$ cat config.mk
export PLATFORM = sky130hd
export DESIGN_NAME = pipeline_hazard_ctrl
export DESIGN_NICKNAME = d
export VERILOG_FILES = /design/src/rtl/pipeline_hazard_ctrl_pkg.sv /design/src/rtl/pipeline_hazard_ctrl_hazard_fwd_unit.sv /design/src/rtl/pipeline_hazard_ctrl.sv
export SDC_FILE = /design/constraint.sdc
export NUM_CORES = 1
export LEC_CHECK = 0
export ABC_AREA = 1
export CELL_PAD_IN_SITES_DETAIL_PLACEMENT = 0
export CELL_PAD_IN_SITES_GLOBAL_PLACEMENT = 2
export CORE_MARGIN = 2
export CORE_UTILIZATION = 27
export CTS_CLUSTER_SIZE = 8
export DETAILED_ROUTE_END_ITERATION = 8
export PLACE_DENSITY_LB_ADDON = 0.12
export SYNTH_ARGS = -nofsm -noshare
export SYNTH_HDL_FRONTEND = slang
export SYNTH_SLANG_ARGS = --single-unit
$ cat constraint.sdc
create_clock -name clk -period 3 [get_ports clk]
set_input_delay 0.45 -clock clk [delete_from_list [all_inputs] [get_ports clk]]
set_output_delay 0.45 -clock clk [all_outputs]
set_load 0.02 [all_outputs]
$ cat src/rtl/pipeline_hazard_ctrl_pkg.sv
// Shared definitions for the pipeline hazard/control block: control-bundle bit map,
// forwarding select encodings and halt-drain FSM states.
package pipeline_hazard_ctrl_pkg;

    // Bundle order, MSB first: {is_jal,is_jalr,branch,mem_read,mem_to_reg,
    //                          mem_write,alu_src,write_enable,pc_to_reg,is_ecall}
    localparam int CTRL_IS_JAL       = 9;
    localparam int CTRL_IS_JALR      = 8;
    localparam int CTRL_BRANCH       = 7;
    localparam int CTRL_MEM_READ     = 6;
    localparam int CTRL_MEM_TO_REG   = 5;
    localparam int CTRL_MEM_WRITE    = 4;
    localparam int CTRL_ALU_SRC      = 3;
    localparam int CTRL_WRITE_ENABLE = 2;
    localparam int CTRL_PC_TO_REG    = 1;
    localparam int CTRL_IS_ECALL     = 0;

    localparam logic [1:0] FWD_RF  = 2'b00;
    localparam logic [1:0] FWD_MEM = 2'b10;
    localparam logic [1:0] FWD_WB  = 2'b01;

    typedef enum logic [1:0] {
        ST_RUN,
        ST_DRAIN1,
        ST_DRAIN2,
        ST_HALTED
    } halt_state_e;

endpackage

$ cat src/rtl/pipeline_hazard_ctrl_hazard_fwd_unit.sv
// Combinational load-use stall detection and operand forwarding selects.
module hazard_fwd_unit
    import pipeline_hazard_ctrl_pkg::*;
#(
    parameter int REG_ADDR_W = 5
) (
    input  logic                  i_id_valid,
    input  logic [REG_ADDR_W-1:0] i_id_rs1,
    input  logic [REG_ADDR_W-1:0] i_id_rs2,
    input  logic                  i_id_uses_rs1,
    input  logic                  i_id_uses_rs2,
    input  logic                  i_ex_valid,
    input  logic                  i_ex_mem_read,
    input  logic [REG_ADDR_W-1:0] i_ex_rs1,
    input  logic [REG_ADDR_W-1:0] i_ex_rs2,
    input  logic [REG_ADDR_W-1:0] i_ex_rd,
    input  logic                  i_mem_valid,
    input  logic                  i_mem_wen,
    input  logic [REG_ADDR_W-1:0] i_mem_rd,
    input  logic                  i_wb_valid,
    input  logic                  i_wb_wen,
    input  logic [REG_ADDR_W-1:0] i_wb_rd,
    output logic                  o_load_use_stall,
    output logic [1:0]            o_forward_a,
    output logic [1:0]            o_forward_b
);

    logic w_mem_writes;
    logic w_wb_writes;

    // rd==0 excluded here, so x0 can never be forwarded
    assign w_mem_writes = i_mem_valid & i_mem_wen & (i_mem_rd != '0);
    assign w_wb_writes  = i_wb_valid  & i_wb_wen  & (i_wb_rd  != '0);

    assign o_load_use_stall = i_id_valid & i_ex_valid & i_ex_mem_read & (i_ex_rd != '0) &
                              ((i_id_uses_rs1 & (i_id_rs1 == i_ex_rd)) |
                               (i_id_uses_rs2 & (i_id_rs2 == i_ex_rd)));

    always_comb begin
        o_forward_a = FWD_RF;
        o_forward_b = FWD_RF;
        if (w_mem_writes && (i_mem_rd == i_ex_rs1)) begin
            o_forward_a = FWD_MEM;
        end else if (w_wb_writes && (i_wb_rd == i_ex_rs1)) begin
            o_forward_a = FWD_WB;
        end
        if (w_mem_writes && (i_mem_rd == i_ex_rs2)) begin
            o_forward_b = FWD_MEM;
        end else if (w_wb_writes && (i_wb_rd == i_ex_rs2)) begin
            o_forward_b = FWD_WB;
        end
    end

endmodule

$ cat src/rtl/pipeline_hazard_ctrl.sv
// Control-path stage registers (ID/EX, EX/MEM, MEM/WB), stall/flush generation and
// the ecall halt-drain sequencer for the 5-stage RISC-V pipeline.
module pipeline_hazard_ctrl
    import pipeline_hazard_ctrl_pkg::*;
#(
    parameter int REG_ADDR_W = 5,
    parameter int CTRL_W     = 10
) (
    input  logic                  clk,
    input  logic                  reset,
    input  logic                  id_valid,
    input  logic [CTRL_W-1:0]     id_ctrl,
    input  logic [REG_ADDR_W-1:0] id_rs1,
    input  logic [REG_ADDR_W-1:0] id_rs2,
    input  logic [REG_ADDR_W-1:0] id_rd,
    input  logic                  id_uses_rs1,
    input  logic                  id_uses_rs2,
    input  logic                  ex_redirect,
    input  logic                  ex_halt_cond,
    output logic                  pc_write,
    output logic                  ifid_write,
    output logic                  flush_ifid,
    output logic [CTRL_W-1:0]     ex_ctrl,
    output logic [CTRL_W-1:0]     mem_ctrl,
    output logic [CTRL_W-1:0]     wb_ctrl,
    output logic [REG_ADDR_W-1:0] ex_rs1,
    output logic [REG_ADDR_W-1:0] ex_rs2,
    output logic [REG_ADDR_W-1:0] ex_rd,
    output logic [REG_ADDR_W-1:0] mem_rd,
    output logic [REG_ADDR_W-1:0] wb_rd,
    output logic                  ex_valid,
    output logic                  mem_valid,
    output logic                  wb_valid,
    output logic [1:0]            forward_a,
    output logic [1:0]            forward_b,
    output logic                  halted
);

    logic                  r_ex_valid, r_mem_valid, r_wb_valid;
    logic [CTRL_W-1:0]     r_ex_ctrl, r_mem_ctrl, r_wb_ctrl;
    logic [REG_ADDR_W-1:0] r_ex_rs1, r_ex_rs2, r_ex_rd, r_mem_rd, r_wb_rd;
    halt_state_e           r_state;
    halt_state_e           w_state_nxt;
    logic                  w_stall, w_redirect, w_halt_trig, w_bubble;

    assign w_redirect  = ex_redirect & r_ex_valid;
    assign w_halt_trig = r_ex_valid & r_ex_ctrl[CTRL_IS_ECALL] & ex_halt_cond;

    hazard_fwd_unit #(
        .REG_ADDR_W(REG_ADDR_W)
    ) u_hazard_fwd (
        .i_id_valid      (id_valid),
        .i_id_rs1        (id_rs1),
        .i_id_rs2        (id_rs2),
        .i_id_uses_rs1   (id_uses_rs1),
        .i_id_uses_rs2   (id_uses_rs2),
        .i_ex_valid      (r_ex_valid),
        .i_ex_mem_read   (r_ex_ctrl[CTRL_MEM_READ]),
        .i_ex_rs1        (r_ex_rs1),
        .i_ex_rs2        (r_ex_rs2),
        .i_ex_rd         (r_ex_rd),
        .i_mem_valid     (r_mem_valid),
        .i_mem_wen       (r_mem_ctrl[CTRL_WRITE_ENABLE] | r_mem_ctrl[CTRL_PC_TO_REG]),
        .i_mem_rd        (r_mem_rd),
        .i_wb_valid      (r_wb_valid),
        .i_wb_wen        (r_wb_ctrl[CTRL_WRITE_ENABLE] | r_wb_ctrl[CTRL_PC_TO_REG]),
        .i_wb_rd         (r_wb_rd),
        .o_load_use_stall(w_stall),
        .o_forward_a     (forward_a),
        .o_forward_b     (forward_b)
    );

    always_ff @(posedge clk or negedge reset) begin
        if (!reset) begin
            r_state <= ST_RUN;
        end else begin
            r_state <= w_state_nxt;
        end
    end

    // Halt entry and draining freeze the front end; redirect outranks the load-use stall
    always_comb begin
        w_state_nxt = r_state;
        pc_write    = 1'b1;
        ifid_write  = 1'b1;
        flush_ifid  = 1'b0;
        w_bubble    = 1'b0;
        unique case (r_state)
            ST_RUN: begin
                if (w_halt_trig) begin
                    w_state_nxt = ST_DRAIN1;
                    pc_write    = 1'b0;
                    ifid_write  = 1'b0;
                    flush_ifid  = 1'b1;
                    w_bubble    = 1'b1;
                end else if (w_redirect) begin
                    flush_ifid = 1'b1;
                    w_bubble   = 1'b1;
                end else if (w_stall) begin
                    pc_write   = 1'b0;
                    ifid_write = 1'b0;
                    w_bubble   = 1'b1;
                end
            end
            ST_DRAIN1, ST_DRAIN2, ST_HALTED: begin
                w_state_nxt = (r_state == ST_DRAIN1) ? ST_DRAIN2 : ST_HALTED;
                pc_write    = 1'b0;
                ifid_write  = 1'b0;
                flush_ifid  = 1'b1;
                w_bubble    = 1'b1;
            end
            default: w_state_nxt = ST_RUN;
        endcase
    end

    always_ff @(posedge clk or negedge reset) begin
        if (!reset) begin
            r_ex_valid  <= 1'b0;
            r_ex_ctrl   <= '0;
            r_ex_rs1    <= '0;
            r_ex_rs2    <= '0;
            r_ex_rd     <= '0;
            r_mem_valid <= 1'b0;
            r_mem_ctrl  <= '0;
            r_mem_rd    <= '0;
            r_wb_valid  <= 1'b0;
            r_wb_ctrl   <= '0;
            r_wb_rd     <= '0;
        end else begin
            r_wb_valid  <= r_mem_valid;
            r_wb_ctrl   <= r_mem_ctrl;
            r_wb_rd     <= r_mem_rd;
            r_mem_valid <= r_ex_valid;
            r_mem_ctrl  <= r_ex_ctrl;
            r_mem_rd    <= r_ex_rd;
            if (w_bubble) begin
                r_ex_valid <= 1'b0;
                r_ex_ctrl  <= '0;
                r_ex_rs1   <= '0;
                r_ex_rs2   <= '0;
                r_ex_rd    <= '0;
            end else begin
                r_ex_valid <= id_valid;
                r_ex_ctrl  <= id_ctrl;
                r_ex_rs1   <= id_rs1;
                r_ex_rs2   <= id_rs2;
                r_ex_rd    <= id_rd;
            end
        end
    end

    assign ex_valid  = r_ex_valid;
    assign ex_ctrl   = r_ex_ctrl;
    assign ex_rs1    = r_ex_rs1;
    assign ex_rs2    = r_ex_rs2;
    assign ex_rd     = r_ex_rd;
    assign mem_valid = r_mem_valid;
    assign mem_ctrl  = r_mem_ctrl;
    assign mem_rd    = r_mem_rd;
    assign wb_valid  = r_wb_valid;
    assign wb_ctrl   = r_wb_ctrl;
    assign wb_rd     = r_wb_rd;
    assign halted    = (r_state == ST_HALTED);

endmodule

# Word level (Yosys, flattened, before mapping)
# Cells that the tools add are included.
# totals
regBits	60
input_bits	32
# classes
n_eq_ne	10
n_mux	23
n_bitwise	16
n_reduce_logical	9
# ops
cell	n
$eq 5x5->1	6
$mux 5	3
$reduce_bool 5->1	3
$and 1x1->1	13
$mux 1	12
$mux 10	1
$mux 2	3
$pmux 1 s2	3
$eq 2x2->1 const B	2
$logic_and 1x1->1	4
$pmux 2 s2	1
$or 1x1->1	3
$reduce_or 3->1	1
$eq 2x1->1 const B	1
$logic_not 2->1	1
$ne 2x2->1 const B	1

# Logic depth before layout (Yosys ltp)
# Gate-level depths: netlist of the first run.
# depth
depth_word	9
depth_mapped	10
ltp_nobuf	9

# Hierarchy
# Synthesis of the first run repeated with hierarchy kept, for this count alone.
# unflattened
hier_cells	265
hier_area_um2	2561.2
# modules_own_cells
mod	n_inst	cells_each	area_per_inst_um2	seq_area_each_um2
pipeline_hazard_ctrl	1	131	1973.1	1501.4
hazard_fwd_unit	1	134	588.1	0.0

# Least setup slack after synthesis of the first run
# OpenSTA, ideal clock, no wires.
# synth_path
kind	register to output
startpoint	register r_mem_rd[0], in the netlist mem_rd[0]
endpoint	output forward_b[0]
t_arrival_ns	1.559
required_time_ns	2.550
setup_slack_ns	0.991
path_stages_with_launch	6
n_path_buf	0
cell_sequence	dfrtp_1 nor2_1 nand2_1 o21ai_0 nor3_1 nor2_1
# synth_between
elab_chain_len	4
# synth_lines
element	line_no	source
from (decl)	pipeline_hazard_ctrl.sv:41	logic [REG_ADDR_W-1:0] r_ex_rs1, r_ex_rs2, r_ex_rd, r_mem_rd, r_wb_rd;
from (signal assigned)	pipeline_hazard_ctrl.sv:135	r_mem_rd <= r_ex_rd;
$reduce_bool 5->1	pipeline_hazard_ctrl_hazard_fwd_unit.sv:32	assign w_mem_writes = i_mem_valid & i_mem_wen & (i_mem_rd != '0);
$and 1x1->1	pipeline_hazard_ctrl_hazard_fwd_unit.sv:32	
$logic_and 1x1->1 (*)	pipeline_hazard_ctrl_hazard_fwd_unit.sv:47	if (w_mem_writes && (i_mem_rd == i_ex_rs2)) begin
$mux 2 (*)	pipeline_hazard_ctrl_hazard_fwd_unit.sv:47	
to (decl)	pipeline_hazard_ctrl.sv:35	output logic [1:0] forward_b,
# Mark *: on every way between the ends. The rest lies on a longest branch, timed or not.

# Worst setup path after layout of the first run
# layout_path
startpoint	input id_rs1[3]
endpoint	output pc_write
# layout_between
elab_chain_len	8
# layout_lines
element	line_no	source
from (decl)	pipeline_hazard_ctrl.sv:13	input logic [REG_ADDR_W-1:0] id_rs1,
$eq 5x5->1	pipeline_hazard_ctrl_hazard_fwd_unit.sv:36	((i_id_uses_rs1 & (i_id_rs1 == i_ex_rd)) |
$and 1x1->1	pipeline_hazard_ctrl_hazard_fwd_unit.sv:36	
$or 1x1->1	pipeline_hazard_ctrl_hazard_fwd_unit.sv:36	
$and 1x1->1	pipeline_hazard_ctrl_hazard_fwd_unit.sv:35	assign o_load_use_stall = i_id_valid & i_ex_valid & i_ex_mem_read & (i_ex_rd != '0) &
$mux 1	pipeline_hazard_ctrl.sv:99	end else if (w_stall) begin
$mux 1	pipeline_hazard_ctrl.sv:96	end else if (w_redirect) begin
$mux 1	pipeline_hazard_ctrl.sv:90	if (w_halt_trig) begin
$pmux 1 s2	pipeline_hazard_ctrl.sv:88	unique case (r_state)
to (decl)	pipeline_hazard_ctrl.sv:20	output logic pc_write,
# No other way between the ends.

==> metrics.csv, run 1 <==
stage;metric;value;unit
run_status;status;completed;
timing;finalSetupViolCount;0;
timing;drv_slew;0;
worst_setup_path;cpMaxStageDelayCell;clkdlybuf4s50_1;
layout;nets;359;
die;fp.dieH;96.7;um
synth;syn_avg_cell_area;10.4;um^2
worst_setup_path;critPathMaxStageDelay;0.53;ns
cts;clock-sinks;60;
synth;seq_area_frac_synth;64.8;%
die;coreArea;8260;um^2
die;die_w;96.7;um
layout;drive_gt1_share;9.39;%
worst_setup_path;r2r_slack;1.48;ns
die;dieArea;9340;um^2
detailed_routing;drtAntennaViolNets;0;
layout;fin_util;42.9;%
cts;cts_buffer_depth;2;
die;io_pins;98;
global_routing;grt_pass1_wl;8970;um
power_and_ir_drop;p_per_area;423;nW/um^2
synth;synth_nets;254;
power_and_ir_drop;power;1500;uW
timing;worst_pin_slew;0.774;ns
placed_design;placedCellCount;421;
layout;mostFrequentLayoutCell;clkdlybuf4s50_1;
worst_setup_path;worstPathMaxFanout;2;
cts;clk_pin_slew;0.07;ns
die;rows;33;
layout;insertedDiodeCount;0;
worst_setup_path;cp_cell_sequence;clkdlybuf4s50_1 > inv_1 > nand2_1 > nand2_1 > nor2_1 > nand3_1 > nand2_2 > nand3_1 > nand2_1 > inv_1 > clkdlybuf4s50_1;
worst_setup_path;startpoint;id_rs1[3];
synth;synthesis.area;2320;um^2
global_routing;antenna_found_initial;0;
placed_design;port_buffers;97;
placed_design;dp.final_hpwl;4010;um
timing;hold_violations;0;
cts;insertion_delay;0.33;ns
worst_setup_path;critPathCaptureType;output pin;
layout;n_fill_cell;846;
global_routing;grt_pass1_vias;1776;
timing;rsz0062_at_grt;no;
cts;ctsHoldBuffers;0;
cts;ctsResizeCount;0;
worst_setup_path;critical_path_class;in2out;
detailed_routing;firstDrtPassIters;4;
cts;cts_buffers;9;
worst_setup_path;regToRegEndpoint;ex_rs1[4];
synth;synth_top_area_cell;dfrtp_1;
worst_setup_path;setup.worst_path.end;pc_write;
timing;setup_tns;0;ns
min_path;hp-class;in2async;
worst_setup_path;arrival;2.12;ns
synth;ys_types;19;
timing;clock.fmax;0.390;GHz
timing;finalCriticalPeriod;2.57;ns
detailed_routing;route.detailed.drc;0;
global_routing;grt_usage;12.4;%
synth;ys_seq_elements;60;
timing;fin_skew;0.00961;ns
cts;cts_tree;built;
cts;htreeDepth;3;
worst_setup_path;critPathRequiredTime;2.55;ns
detailed_routing;vias_per_cell;3.94;
placed_design;place_area;3380;um^2
synth;netlist.area_leader.share;64.8;%
detailed_routing;drt_iter0_drc;54;
worst_setup_path;crit_top_cell;nand2_1;
timing;slew_headroom;48.4;%
timing;period_share;85.5;%
layout;area_delta_synth_final;52.8;%
synth;synthCells;222;
detailed_routing;via_count;1712;
global_routing;grt_max_degree;61;
cts;cts_root_buffer;clkbuf_8;
placed_design;place.gp.congestion;0.761;
worst_setup_path;r2r_cells;9;
cts;post_cts_buffers;0;
job;max_cap_violations;0;
synth;yosysWarnings;0;
detailed_routing;routed_wl;5510;um
worst_setup_path;worstReg2RegStart;ex_rd[0];
detailed_routing;wire_per_inst;12.7;um
layout;fin_area;3540;um^2
power_and_ir_drop;leakagePower;0.00179;uW
worst_setup_path;start_kind;primary input;
layout;fin_cells;435;
global_routing;grt-ovfl-total;0;
layout;layout_common_cells;clkdlybuf4s50_1, dfrtp_1, inv_1;
die;initial_core_util;28.1;%
synth;synth_area_leaders;dfrtp_1, inv_1, nand2_1;
power_and_ir_drop;peakVddDrop;0.217;mV
registers in the layout (all words and copies together), names as in the netlist:
signal     cells
wb_rd          5
mem_rd         5
ex_rs1         5
ex_valid       1
wb_ctrl       10
ex_ctrl       10
r_state        2
mem_valid      1
wb_valid       1
ex_rs2         5
mem_ctrl      10
ex_rd          5
worst min path at each step:
stage	slack [ns]	end	cells past startpoint	from
2_1_floorplan	0.15	ex_ctrl[0]	0	reset
3_3_place_gp	0.35	wb_ctrl[4]	0	mem_ctrl[4]
3_5_place_dp	0.36	mem_ctrl[8]	0	ex_ctrl[8]
4_1_cts	0.30	ex_ctrl[4]	2	reset
5_1_grt	0.34	ex_ctrl[8]	2	reset
6_report	0.26	ex_ctrl[4]	2	reset
final cells by class:
cell class              count  area [um^2]  share of cell area, %
clock buffers              10          138                   3.89
flip-flops and latches     60         1500                   42.4
repair buffers             98          973                   27.5
well taps                 105          131                   3.71
inverters                  38          143                   4.03
multi-input cells         120          628                   17.7
clock inverters             4         27.5                  0.777
power breakdown:
part           total (uW)  internal (uW)  switching, uW
registers             809            809              0
clock network         612            311            302
logic                76.8           41.8           35.0
Yosys cell counts:
master and count:
dfrtp_1 60, inv_1 36, nand2_1 35, nor2_1 32, nor2_2 10, xnor2_1 10, xor2_1 10, nand3_1 6
nand4_1 4, nor3_1 4, buf_4 2, inv_2 2, nand2_2 2, o21a_1 2, o21ai_0 2, o21bai_1 2
buf_12 1, buf_6 1, nand2_4 1
routing by layer:
| metal | up-vias | part of all wire [%] | global-route usage [%] |
|---|---|---|---|
| met5 | - | 0 | 0 |
| met3 | 5 | 7.6 | 4.62 |
| met2 | 55 | 49 | 19.4 |
| met1 | 789 | 43 | 15.1 |
| met4 | 0 | 1.2 | 6.18 |
| li1 | 863 | - | - |
cells by family (layout without fill, tap and decap cells):
family	count (synthesis)	after routing	synth area share, %
compound gates	6	6	1.73
flops	60	60	64.8
simple gates	94	94	17.8
buf+inv	42	150	8.15
xor+xnor	20	20	7.55
through the flow:
step	setup slack, ns	hold WS (ns)
finish	0.434	0.263
global route	0.252	0.340
CTS	0.399	0.296
detailed placement	0.404	0.361
global placement	0.409	0.354
floorplan	0.991	0.154
critical path, delay by kind of cell:
family	cells	cell delay [ns]
AND/OR/NAND/NOR	7	0.53
buffers and inverters	4	1.14
Note: power is estimated with default switching activity, not from simulation.
==> run 2, diff against run 1 <==
- CORE_UTILIZATION: 27 -> 28
- CTS_BUF_LIST: default -> sky130_fd_sc_hd__clkbuf_8
- MAX_ROUTING_LAYER: default -> met4
==> run 2 against run 1 <==
  * Sequential share of layout area fell by 0.53 points
  * Final cell count rose by 0.69%
  * Flip-flop and latch count did not move
  * Critical path type unchanged
  * Critical path depth did not move
  * Worst setup slack got worse by 0.0019 ns
  * Design area rose by 1.3%
  * Wire length fell by 4.3%
==> metrics.csv, run 2 (synthesis results as in run 1) <==
stage;metric;value;unit
placed_design;dp.final_hpwl;4000;um
die;io_pins;98;
worst_setup_path;startpoint;id_rs1[3];
worst_setup_path;critPathCaptureType;output pin;
worst_setup_path;critPathRequiredTime;2.55;ns
global_routing;grt_max_degree;44;
power_and_ir_drop;seqPwrFrac;50.3;%
worst_setup_path;r2r_slack;1.50;ns
detailed_routing;wire_per_inst;12.0;um
worst_setup_path;cpMaxStageDelayCell;clkdlybuf4s50_1;
layout;n_fill_cell;823;
power_and_ir_drop;leakagePower;0.00183;uW
timing;slew_headroom;37.3;%
worst_setup_path;worstPathMaxFanout;2;
worst_setup_path;critical_path_class;in2out;
power_and_ir_drop;peakVddDrop;0.255;mV
worst_setup_path;arrival;2.12;ns
global_routing;antenna_found_initial;0;
timing;worst_pin_slew;0.941;ns
die;dieArea;9020;um^2
timing;fin_ws;0.432;ns
worst_setup_path;regToRegEndpoint;ex_ctrl[6];
power_and_ir_drop;internal_power;1270;uW
layout;mostFrequentLayoutCell;clkdlybuf4s50_1;
run_status;status;completed;
detailed_routing;routed_wl;5270;um
layout;area_delta_synth_final;54.7;%
placed_design;port_buffers;97;
detailed_routing;via_count;1750;
cts;post_cts_buffers;0;
job;max_cap_violations;0;
detailed_routing;drt_iter0_drc;55;
layout;layout_common_cells;clkdlybuf4s50_1, dfrtp_1, inv_1;
detailed_routing;route.detailed.drc;0;
cts;clock-sinks;60;
die;rows;33;
power_and_ir_drop;p_sw_share;20.8;%
timing;setup_tns;0;ns
die;coreArea;8130;um^2
die;die_w;95.0;um
worst_setup_path;critPathMaxStageDelay;0.53;ns
global_routing;grt_pass1_vias;1755;
placed_design;place.gp.congestion;0.789;
timing;rsz0062_at_grt;no;
timing;drv_slew;0;
detailed_routing;m1WireLength;2280;um
cts;cts_root_buffer;clkbuf_8;
layout;nets;360;
global_routing;grt-ovfl-total;0;
cts;clk_pin_slew;0.07;ns
worst_setup_path;crit_top_cell;nand2_1;
cts;ctsHoldBuffers;0;
global_routing;grt_pass1_wl;8490;um
die;fp.dieH;95.0;um
layout;drive_gt1_share;9.91;%
placed_design;pre_cts_slack;0.386;ns
timing;fin_skew;0.00897;ns
cts;cts_tree;built;
worst_setup_path;setup.worst_path.end;ifid_write;
detailed_routing;vias_per_cell;4.00;
timing;clock.fmax;0.389;GHz
worst_setup_path;r2r_cells;9;
detailed_routing;wl_met2;2550;um
cts;cts_buffer_depth;2;
layout;insertedDiodeCount;0;
power_and_ir_drop;p_comb_share;4.8;%
cts;ctsResizeCount;0;
detailed_routing;firstDrtPassIters;4;
cts;htreeDepth;3;
detailed_routing;wl_met3;348;um
detailed_routing;drtAntennaViolNets;0;
min_path;hp-class;in2async;
power_and_ir_drop;pwr-share-clk;44.9;%
timing;finalSetupViolCount;0;
cts;cts_buffers;9;
worst_setup_path;worstReg2RegStart;ex_rd[2];
detailed_routing;top_layer;met4;
power_and_ir_drop;switchingPower;334;uW
timing;hold_violations;0;
cts;insertion_delay;0.33;ns
timing;period_share;85.6;%
timing;finalCriticalPeriod;2.57;ns
global_routing;grt_usage;13.3;%
die;initial_core_util;28.5;%
power_and_ir_drop;p_per_area;448;nW/um^2
worst_setup_path;cp_cell_sequence;clkdlybuf4s50_1 > inv_1 > nand2_1 > nand2_1 > nor2_1 > nand3_1 > nand2_2 > nand3_1 > nand2_1 > inv_1 > clkdlybuf4s50_1;
power_and_ir_drop;power;1610;uW
worst_setup_path;start_kind;primary input;
-- run 2: worst max-delay path: cells and delay by family --
family,cells,cell delay (ns)
simple gates,7,0.51
buf+inv,4,1.14
-- run 2: area by class of cell --
cell class	instances	area, um^2	share of cell area (%)
inverters	38	143	3.98
multi-input cells	120	628	17.5
flip-flops and latches	60	1500	41.9
clock inverters	5	51.3	1.43
well taps	105	131	3.66
repair buffers	99	981	27.3
clock buffers	11	151	4.22
-- run 2: power by group through the flow --
stage                     Combinational, uW  Clock (uW)  Sequential [uW]
after floorplan                        16.6           0              824
after global placement                 79.4           0              824
after detailed placement               79.6           0              824
after CTS                              79.8         749              809
after global routing                   88.6         790              808
final                                  77.2         722              809
-- run 2: metal layers --
metal | vias up | track usage [%]
met5 | - | -
met4 | 0 | 6.16
met3 | 10 | 4.07
met2 | 58 | 20.3
met1 | 813 | 16.1
li1 | 869 | -
-- run 2: through the flow --
step	instances	hold WS, ns	utilization (%)	cell area (um^2)
floorplan	222	0.154	-	2320
global placement	422	0.354	41.6	3380
detailed placement	422	0.361	41.6	3380
CTS	438	0.293	44.1	3590
global route	438	0.345	44.1	3590
finish	438	0.264	44.1	3590
-- run 2: worst min path at each step --
| stage | startpoint | endpoint | slack, ns |
|---|---|---|---|
| CTS | reset | ex_ctrl[8] | 0.29 |
| finish | reset | ex_ctrl[8] | 0.26 |
| global placement | mem_ctrl[8] | wb_ctrl[8] | 0.35 |
| global route | reset | ex_ctrl[8] | 0.35 |
| floorplan | reset | ex_ctrl[0] | 0.15 |
| detailed placement | ex_ctrl[7] | mem_ctrl[7] | 0.36 |
